$ cat src/rtl/fifo_pkg.sv
// Shared helpers for the dual-clock FIFO controllers (read and write side).
// Contents:
//   bin2gray / gray2bin : pointer code conversion; both work on any width up
//                         to 32 bits because zero-extended upper bits stay zero
//                         in either direction, so callers cast to their width.
//   ptr_w               : pointer width for a given depth (one extra lap bit).
package fifo_pkg;

  function automatic logic [31:0] bin2gray(input logic [31:0] b);
    return b ^ (b >> 1);
  endfunction

  function automatic logic [31:0] gray2bin(input logic [31:0] g);
    logic [31:0] b;
    b = g;
    // Each binary bit is the XOR of all gray bits at or above it.
    for (int i = 30; i >= 0; i--) begin
      b[i] = b[i+1] ^ g[i];
    end
    return b;
  endfunction

  function automatic int ptr_w(input int depth);
    return $clog2(depth) + 1;
  endfunction

endpackage

$ cat src/rtl/fifo_rd_ctrl_if.sv
// Read-side bus of the dual-clock FIFO.
// Signals:
//   rd_en        consumer read request
//   wr_ptr_gray  gray write pointer arriving from the write clock domain
//   rd_addr      RAM read address
//   rd_ptr_gray  registered gray read pointer toward the write domain
//   rd_fire      read accepted this cycle
//   empty, almost_empty, rd_level, underflow : registered read-side status
// Handshake: rd_en is the request and ~empty the readiness; a read transfers
// exactly in a cycle where rd_en & ~empty (reported as rd_fire), with rd_addr
// valid in that same cycle. A request while empty is dropped and flagged by a
// one-cycle underflow pulse on the following cycle.
// Modports: master = consumer / testbench side, slave = fifo_rd_ctrl.
interface fifo_rd_ctrl_if #(
  parameter int AW = 4
);
  logic          rd_en;
  logic [AW:0]   wr_ptr_gray;
  logic [AW-1:0] rd_addr;
  logic [AW:0]   rd_ptr_gray;
  logic          rd_fire;
  logic          empty;
  logic          almost_empty;
  logic [AW:0]   rd_level;
  logic          underflow;

  modport master (
    output rd_en, wr_ptr_gray,
    input  rd_addr, rd_ptr_gray, rd_fire, empty, almost_empty, rd_level, underflow
  );

  modport slave (
    input  rd_en, wr_ptr_gray,
    output rd_addr, rd_ptr_gray, rd_fire, empty, almost_empty, rd_level, underflow
  );
endinterface

$ cat src/rtl/fifo_rd_ctrl_sync_nff.sv
// sync_nff: plain N-stage flop chain used as a clock-domain-crossing
// synchroniser for a gray-coded bus.
// Ports:
//   clk  in  destination clock
//   rst  in  synchronous active-high reset, clears every stage
//   d    in  WIDTH asynchronous input
//   q    out WIDTH synchronised output (last stage)
module sync_nff #(
  parameter int WIDTH  = 5,
  parameter int STAGES = 2
) (
  input  logic             clk,
  input  logic             rst,
  input  logic [WIDTH-1:0] d,
  output logic [WIDTH-1:0] q
);

  (* ASYNC_REG = "TRUE" *) logic [WIDTH-1:0] r_sync [STAGES];

  always_ff @(posedge clk) begin
    if (rst) begin
      for (int i = 0; i < STAGES; i++) r_sync[i] <= '0;
    end else begin
      r_sync[0] <= d;
      for (int i = 1; i < STAGES; i++) r_sync[i] <= r_sync[i-1];
    end
  end

  assign q = r_sync[STAGES-1];

endmodule

$ cat src/rtl/fifo_rd_ctrl.sv
// fifo_rd_ctrl: read-domain controller of the dual-clock FIFO. Owns the read
// pointer, synchronises the gray write pointer into this clock, and produces
// registered empty / almost_empty / fill level plus an underflow pulse.
// Ports:
//   clk  in  read-domain clock
//   rst  in  synchronous active-high reset (priority over everything)
//   bus  fifo_rd_ctrl_if.slave : rd_en, wr_ptr_gray in; rd_addr, rd_ptr_gray,
//        rd_fire, empty, almost_empty, rd_level, underflow out
module fifo_rd_ctrl
  import fifo_pkg::*;
#(
  parameter int FIFO_DEPTH      = 16,
  parameter int SYNC_STAGES     = 2,
  parameter int ALMOST_EMPTY_TH = 2
) (
  input  logic          clk,
  input  logic          rst,
  fifo_rd_ctrl_if.slave bus
);

  localparam int AW = $clog2(FIFO_DEPTH);
  localparam int PW = ptr_w(FIFO_DEPTH);

  if ((FIFO_DEPTH < 4) || ((FIFO_DEPTH & (FIFO_DEPTH - 1)) != 0)) begin : g_bad_depth
    $error("fifo_rd_ctrl: FIFO_DEPTH must be a power of two >= 4");
  end
  if (SYNC_STAGES < 2) begin : g_bad_sync
    $error("fifo_rd_ctrl: SYNC_STAGES must be >= 2");
  end
  if ((ALMOST_EMPTY_TH < 0) || (ALMOST_EMPTY_TH >= FIFO_DEPTH)) begin : g_bad_th
    $error("fifo_rd_ctrl: ALMOST_EMPTY_TH must be in 0..FIFO_DEPTH-1");
  end

  logic [PW-1:0] r_rd_bin;
  logic [PW-1:0] r_rd_ptr_gray;
  logic          r_empty;
  logic          r_almost_empty;
  logic [PW-1:0] r_rd_level;
  logic          r_underflow;

  logic [PW-1:0] w_wr_gray_s;
  logic [PW-1:0] w_wr_bin_s;
  logic          w_rd_fire;
  logic [PW-1:0] w_rd_bin_next;
  logic [PW-1:0] w_rd_gray_next;
  logic [PW-1:0] w_level_next;

  sync_nff #(
    .WIDTH  (PW),
    .STAGES (SYNC_STAGES)
  ) u_wr_ptr_sync (
    .clk (clk),
    .rst (rst),
    .d   (bus.wr_ptr_gray),
    .q   (w_wr_gray_s)
  );

  assign w_wr_bin_s     = PW'(gray2bin(32'(w_wr_gray_s)));
  assign w_rd_fire      = bus.rd_en & ~r_empty;
  assign w_rd_bin_next  = r_rd_bin + {{(PW-1){1'b0}}, w_rd_fire};
  assign w_rd_gray_next = PW'(bin2gray(32'(w_rd_bin_next)));
  // Modulo 2^PW subtraction keeps the level right across pointer wrap; a stale
  // synchronised write pointer can only make it read low, never high.
  assign w_level_next   = w_wr_bin_s - w_rd_bin_next;

  always_ff @(posedge clk) begin
    if (rst) begin
      r_rd_bin       <= '0;
      r_rd_ptr_gray  <= '0;
      r_empty        <= 1'b1;
      r_almost_empty <= 1'b1;
      r_rd_level     <= '0;
      r_underflow    <= 1'b0;
    end else begin
      r_rd_bin       <= w_rd_bin_next;
      r_rd_ptr_gray  <= w_rd_gray_next;
      // Compared against the post-read pointer so empty rises on the same
      // edge that consumes the last word.
      r_empty        <= (w_rd_gray_next == w_wr_gray_s);
      r_almost_empty <= (w_level_next <= PW'(ALMOST_EMPTY_TH));
      r_rd_level     <= w_level_next;
      r_underflow    <= bus.rd_en & r_empty;
    end
  end

  assign bus.rd_addr      = r_rd_bin[AW-1:0];
  assign bus.rd_ptr_gray  = r_rd_ptr_gray;
  assign bus.rd_fire      = w_rd_fire;
  assign bus.empty        = r_empty;
  assign bus.almost_empty = r_almost_empty;
  assign bus.rd_level     = r_rd_level;
  assign bus.underflow    = r_underflow;

endmodule
$ cat src/flat_wrapper.sv
// flat-port wrapper written by rule: the top's interface ports become plain ports
module fifo_rd_ctrl_flat import fifo_pkg::*;
#(
  parameter int FIFO_DEPTH      = 16,
  parameter int SYNC_STAGES     = 2,
  parameter int ALMOST_EMPTY_TH = 2
)
  (clk, rst, bus_rd_en, bus_wr_ptr_gray, bus_rd_addr, bus_rd_ptr_gray, bus_rd_fire, bus_empty, bus_almost_empty, bus_rd_level, bus_underflow);
  fifo_rd_ctrl_if bus_i ();
  input  logic clk;
  input  logic rst;
  input wire logic [$bits(bus_i.rd_en)-1:0] bus_rd_en;
  input wire logic [$bits(bus_i.wr_ptr_gray)-1:0] bus_wr_ptr_gray;
  output wire logic [$bits(bus_i.rd_addr)-1:0] bus_rd_addr;
  output wire logic [$bits(bus_i.rd_ptr_gray)-1:0] bus_rd_ptr_gray;
  output wire logic [$bits(bus_i.rd_fire)-1:0] bus_rd_fire;
  output wire logic [$bits(bus_i.empty)-1:0] bus_empty;
  output wire logic [$bits(bus_i.almost_empty)-1:0] bus_almost_empty;
  output wire logic [$bits(bus_i.rd_level)-1:0] bus_rd_level;
  output wire logic [$bits(bus_i.underflow)-1:0] bus_underflow;
  assign bus_i.rd_en = bus_rd_en;
  assign bus_i.wr_ptr_gray = bus_wr_ptr_gray;
  assign bus_rd_addr = bus_i.rd_addr;
  assign bus_rd_ptr_gray = bus_i.rd_ptr_gray;
  assign bus_rd_fire = bus_i.rd_fire;
  assign bus_empty = bus_i.empty;
  assign bus_almost_empty = bus_i.almost_empty;
  assign bus_rd_level = bus_i.rd_level;
  assign bus_underflow = bus_i.underflow;
  fifo_rd_ctrl #(.FIFO_DEPTH(FIFO_DEPTH), .SYNC_STAGES(SYNC_STAGES), .ALMOST_EMPTY_TH(ALMOST_EMPTY_TH)) u_core (.clk(clk), .rst(rst), .bus(bus_i));
endmodule
$ cat config.mk
export PLATFORM = sky130hd
export DESIGN_NAME = fifo_rd_ctrl_flat
export DESIGN_NICKNAME = d
export VERILOG_FILES = /design/src/rtl/fifo_pkg.sv /design/src/rtl/fifo_rd_ctrl_if.sv /design/src/rtl/fifo_rd_ctrl_sync_nff.sv /design/src/rtl/fifo_rd_ctrl.sv /design/src/flat_wrapper.sv
export SDC_FILE = /design/constraint.sdc
export NUM_CORES = 1
export LEC_CHECK = 0
export ABC_CLOCK_PERIOD_IN_PS = 3400
export CAP_MARGIN = 20
export CORE_ASPECT_RATIO = 0.6
export CORE_MARGIN = 5
export CORE_UTILIZATION = 51
export CTS_BUF_LIST = sky130_fd_sc_hd__clkbuf_8
export DETAILED_ROUTE_END_ITERATION = 12
export PLACE_DENSITY = 0.81
export SLEW_MARGIN = 20
export SYNTH_ARGS = -nofsm -noshare
export SYNTH_HDL_FRONTEND = slang
export SYNTH_HIERARCHICAL = 1
export SYNTH_SLANG_ARGS = --single-unit
$ cat constraint.sdc
create_clock -name clk -period 3.4 [get_ports clk]
set_input_delay 1.02 -clock clk [delete_from_list [all_inputs] [get_ports clk]]
set_output_delay 1.02 -clock clk [all_outputs]
set_load 0.05 [all_outputs]
### After elaboration in Yosys (flattened, before gate mapping)

Memories as Yosys holds them, arrays and structs flattened.
Index checks and enable logic that the tools add are counted.

* add/subtract/negate cells: 2
* $mul: 0
* div/mod/pow operators: 0
* $lt $le $gt $ge: 1
* equality and inequality tests: 1
* shift-type cells: 0
* muxes and demuxes: 5
* bitwise gates (word level): 10
* reductions and logical operators: 0

Operator list (number)
* $mux W5: 2
* $add A5 B1 Y5: 1
* $eq A5 B5 Y1: 1
* $le A5 B2 Y1 const B: 1
* $sub A5 B5 Y5: 1
* $xor A5 B4 Y5: 1
* $xor A1 B1 Y1: 4
* $mux W1: 3
* $and A1 B1 Y1: 2
* $or A1 B1 Y1: 2
* $not A1 Y1: 1

* bits in registers: 18
* latch bits: 0
* RAM bits: 10
* bits in read-only memories: 0
* input bits: 8
* output and inout port bits: 18
* logic and storage cells: 26
* memories: 1

Memories
* u_core.u_wr_ptr_sync.r_sync: words 2, width 5, read ports 2, clocked after Yosys merged registers in 0, wr ports 2, line fifo_rd_ctrl_sync_nff.sv:18 `(* ASYNC_REG = "TRUE" *) logic [WIDTH-1:0] r_sync [STAGES];`

### Longest topological paths before layout

* depth in word-level cells: 6
* gate-level depth with buffers: 11
* gate-level depth less buffers: 10

### By module

Netlist, hierarchy kept.

By module, submodules not included
* fifo_rd_ctrl: instances 1, cells each 86, area each 874.6 µm², seq. area each 340.3 µm²
* sync_nff: instances 1, cells each 25, area each 300.3 µm², seq. area each 200.2 µm²

### Worst setup path after synthesis

OpenSTA, ideal clock, no wires.

* path kind: input to register
* start: in bus_rd_en
* end: reg u_core.r_almost_empty (netlist: u_core/bus.almost_empty)
* library setup time: 0.060 ns
* arrival time: 3.671 ns
* data required time: 3.340 ns
* setup slack: -0.331 ns
* stages on the path: 8
* buffers on the path: 0
* cell sequence: nor2b_1 -> ha_1 -> xnor2_1 -> fa_1 -> and2_0 -> a221o_1 -> mux2i_1 -> o2111a_1

* longest elaborated chain between the ends: 4

Ends and longest elaborated chain
* start: declaration: line flat_wrapper.sv:12 `input wire logic [$bits(bus_i.rd_en)-1:0] bus_rd_en;`
* $and A1 B1 Y1: line fifo_rd_ctrl.sv:59 `assign w_rd_fire = bus.rd_en & ~r_empty;`
* $add A5 B1 Y5: line fifo_rd_ctrl.sv:60 `assign w_rd_bin_next = r_rd_bin + {{(PW-1){1'b0}}, w_rd_fire};`
* $sub A5 B5 Y5: line fifo_rd_ctrl.sv:64 `assign w_level_next = w_wr_bin_s - w_rd_bin_next;`
* $le A5 B2 Y1: line fifo_rd_ctrl.sv:80 `r_almost_empty <= (w_level_next <= PW'(ALMOST_EMPTY_TH));`
* end signal: assignment: line fifo_rd_ctrl.sv:80
* end: declaration: line fifo_rd_ctrl.sv:37 `logic r_almost_empty;`

No other way between the ends.
A chain may end at the register's enable or synchronous reset.

### Worst setup path in the final report

* start: in bus_rd_en
* end: reg u_core.r_almost_empty (netlist: u_core/bus.almost_empty)

* longest elaborated chain between the ends: 4

Ends and longest elaborated chain
* $and A1 B1 Y1: line fifo_rd_ctrl.sv:59
* $add A5 B1 Y5: line fifo_rd_ctrl.sv:60
* net u_core.w_rd_bin_next[0]: line fifo_rd_ctrl.sv:44 `logic [PW-1:0] w_rd_bin_next;`
* $sub A5 B5 Y5: line fifo_rd_ctrl.sv:64
* $le A5 B2 Y1: line fifo_rd_ctrl.sv:80

The timed path passes the listed nets, and every way through them passes these cells.

==> metrics.csv <==
metric,value,unit
instances_no_fill,171,
synth_cell_types,27,
rows,13,
rsz0062_at_grt,no,
cp.required,3.62,ns
tightest_slew,0.504,ns
status,"finished, final reports clean",
portBuffers,25,
nets,157,
cts_tree,built,
cp-end-kind,register,
grt_usage,14.6,%
drtIter0Drc,62,
critical_path_arrival,3.47,ns
io_pins,26,
hold_viol,0,
final_common_cell,dfxtp_1,
grt_pass1_vias,867,
antenna_cells,0,
vias_per_cell,4.81,
core_area,2180,um^2
ys_ff_latch,27,
synth_top_area_share,46.0,%
hold_class,reg2reg,
worst_setup_path_start_kind,input pin,
ys_warn_count,6,
drc,0,
nFillCells,171,
cp_max_fo,5,
synth_area,1170,um^2
num_vias,822,
period_share,95.7,%
yosys-top-cells-area,"dfxtp_1, nor2b_1, xnor2_1",
htreeDepth,1,
seq_area_frac_synth,46.0,%
max_cap_violations,0,
die-height,47.2,um
dp_hpwl,1.67,mm
initial_core_util,53.9,%
maxSlewViolCount,0,
clock_latency,0.27,ns
avgSynthCellArea,10.6,um^2
clock-sinks,27,
syn-num-nets,126,
cts_buffers,3,
wl_per_cell,13.1,um
wl,2.24,mm
finalClockSkew,0.00734,ns
clock_tree.buffer_depth,2,
place_congestion,0.795,
leakagePower,0.000657,uW
layout-drive-gt1-share,12.1,%
grt_max_degree,25,
clkSlewWorstSetupHoldPaths,0.09,ns
mostFrequentLayoutCells,"dfxtp_1, clkdlybuf4s50_1, nor2b_1",
grt_pass1_wl,3.66,mm
relSlewSlack,66.3,%
antenna_found_initial,0,
dieWidth,72.0,um
syn_inst,111,
clk_root_buffer_cell,clkbuf_8,
synth_top_area_cell,dfxtp_1,
grt_overflow,0,
antenna_left,0,
finalCriticalPeriod,3.25,ns
cts-hold-fix-buffers,0,
dr.pass1.iters,4,
path_class,in2reg,
setup_viol,0,
power.density,499,nW/um^2
syn_to_final_growth,32.2,%
dpl.cell_count,166,
hold_slack,0.437,ns
vdd_drop_max,0.000376,V
die-area,3400,um^2
fmax,307,MHz
==> power breakdown <==
group	switching [uW]	internal [uW]	total, uW
logic	142	99.7	241
clock network	96.8	82.1	179
registers	11.9	343	355
==> worst max-delay path: stages <==
cell	delay (ns)
clkdlybuf4s50_1	0.43
nor2b_4	0.15
ha_1	0.38
ha_1	0.18
inv_1	0.05
fa_1	0.38
and2_0	0.17
a221o_1	0.33
mux2i_1	0.19
o2111a_1	0.20
==> metrics by stage <==
stage / power, uW / instance area, um^2 / util (%) / worst slack, ns / setup TNS, ns
2_1_floorplan: 526 / 1180 / - / 0.204 / 0
3_3_place_gp: 600 / 1480 / 68.1 / -0.0935 / -0.120
3_5_place_dp: 602 / 1480 / 68.1 / -0.216 / -0.345
4_1_cts: 782 / 1530 / 70.2 / 0.0560 / 0
5_1_grt: 817 / 1550 / 71.2 / 0.0211 / 0
6_report: 775 / 1550 / 71.2 / 0.147 / 0
==> registers in the layout, indices dropped and copies added (netlist names) <==
register / flops
u_core/bus.almost_empty: 1
u_core/bus.empty: 1
u_core/bus.rd_level: 5
u_core/bus.rd_ptr_gray: 4
u_core/bus.underflow: 1
u_core/r_rd_bin: 5
u_core/u_wr_ptr_sync/r_sync: 10
==> final timing paths <==
kind | from | end | slack (ns) | cells after the start
worst min-delay path | u_core/u_wr_ptr_sync/r_sync[0][2]$_SDFF_PP0_ | u_core/u_wr_ptr_sync/r_sync[0][7]$_SDFF_PP0_ | 0.44 | 1
worst max-delay path | bus_rd_en | u_core/bus.almost_empty$_SDFF_PP1_ | 0.15 | 10
worst min register to register | u_core/u_wr_ptr_sync/r_sync[0][2]$_SDFF_PP0_ | u_core/u_wr_ptr_sync/r_sync[0][7]$_SDFF_PP0_ | 0.44 | 1
worst max register to register | u_core/u_wr_ptr_sync/r_sync[0][9]$_SDFF_PP0_ | u_core/bus.almost_empty$_SDFF_PP1_ | 0.40 | 10
==> synthesized netlist by cell type, drive strengths merged <==
library cell and count:
dfxtp 27, xor3 2, fa 1, and2 4, and3 1, xor2 8, mux2i 2, nand3 1
o2bb2ai 1, nand2 3, nand4 1, a221o 1, o211ai 1, a21oi 1, o2111a 1, o21a 1
xnor2 10, clkbuf 1, inv 5, ha 6, o41ai 1, nor2b 14, o21bai 1, buf 5
nor2 12
==> area by class of cell <==
type	count	area [um^2]	share of cell area [%]
Clock inverter	1	5.00	0.322
Clock buffer	3	41.3	2.66
Tap cell	30	37.5	2.42
Inverter	5	18.8	1.21
Sequential cell	27	541	34.8
Timing Repair Buffer	32	313	20.1
Multi-Input combinational cell	73	597	38.4
==> logic make-up after synthesis <==
family	count (synthesis)	share of synthesized area, %
AOI/OAI and AO/OA	8	5.64
buffers and inverters	11	5.11
adders and majority gates	7	8.09
and+or+nand+nor	36	15.9
muxes	2	1.70
DFF	27	46.0
xor gates and xnor gates	20	17.6
==> repair_timing <==
item / in CTS / in global routing
gates resized for setup: 0 / 3
setup buffers: 0 / 1
setup endpoints to repair: 0 / 2
==> routing by layer <==
| layer | global-route usage, % | vias to the layer above | part of all wire, % |
|---|---|---|---|
| li1 | - | 410 | - |
| met2 | 25.5 | 27 | 45 |
| met4 | 6.74 | 0 | 1.8 |
| met5 | 0 | - | 0 |
| met3 | 5.34 | 7 | 6.4 |
| met1 | 16.4 | 378 | 47 |
(Power assumes the default switching activity.)
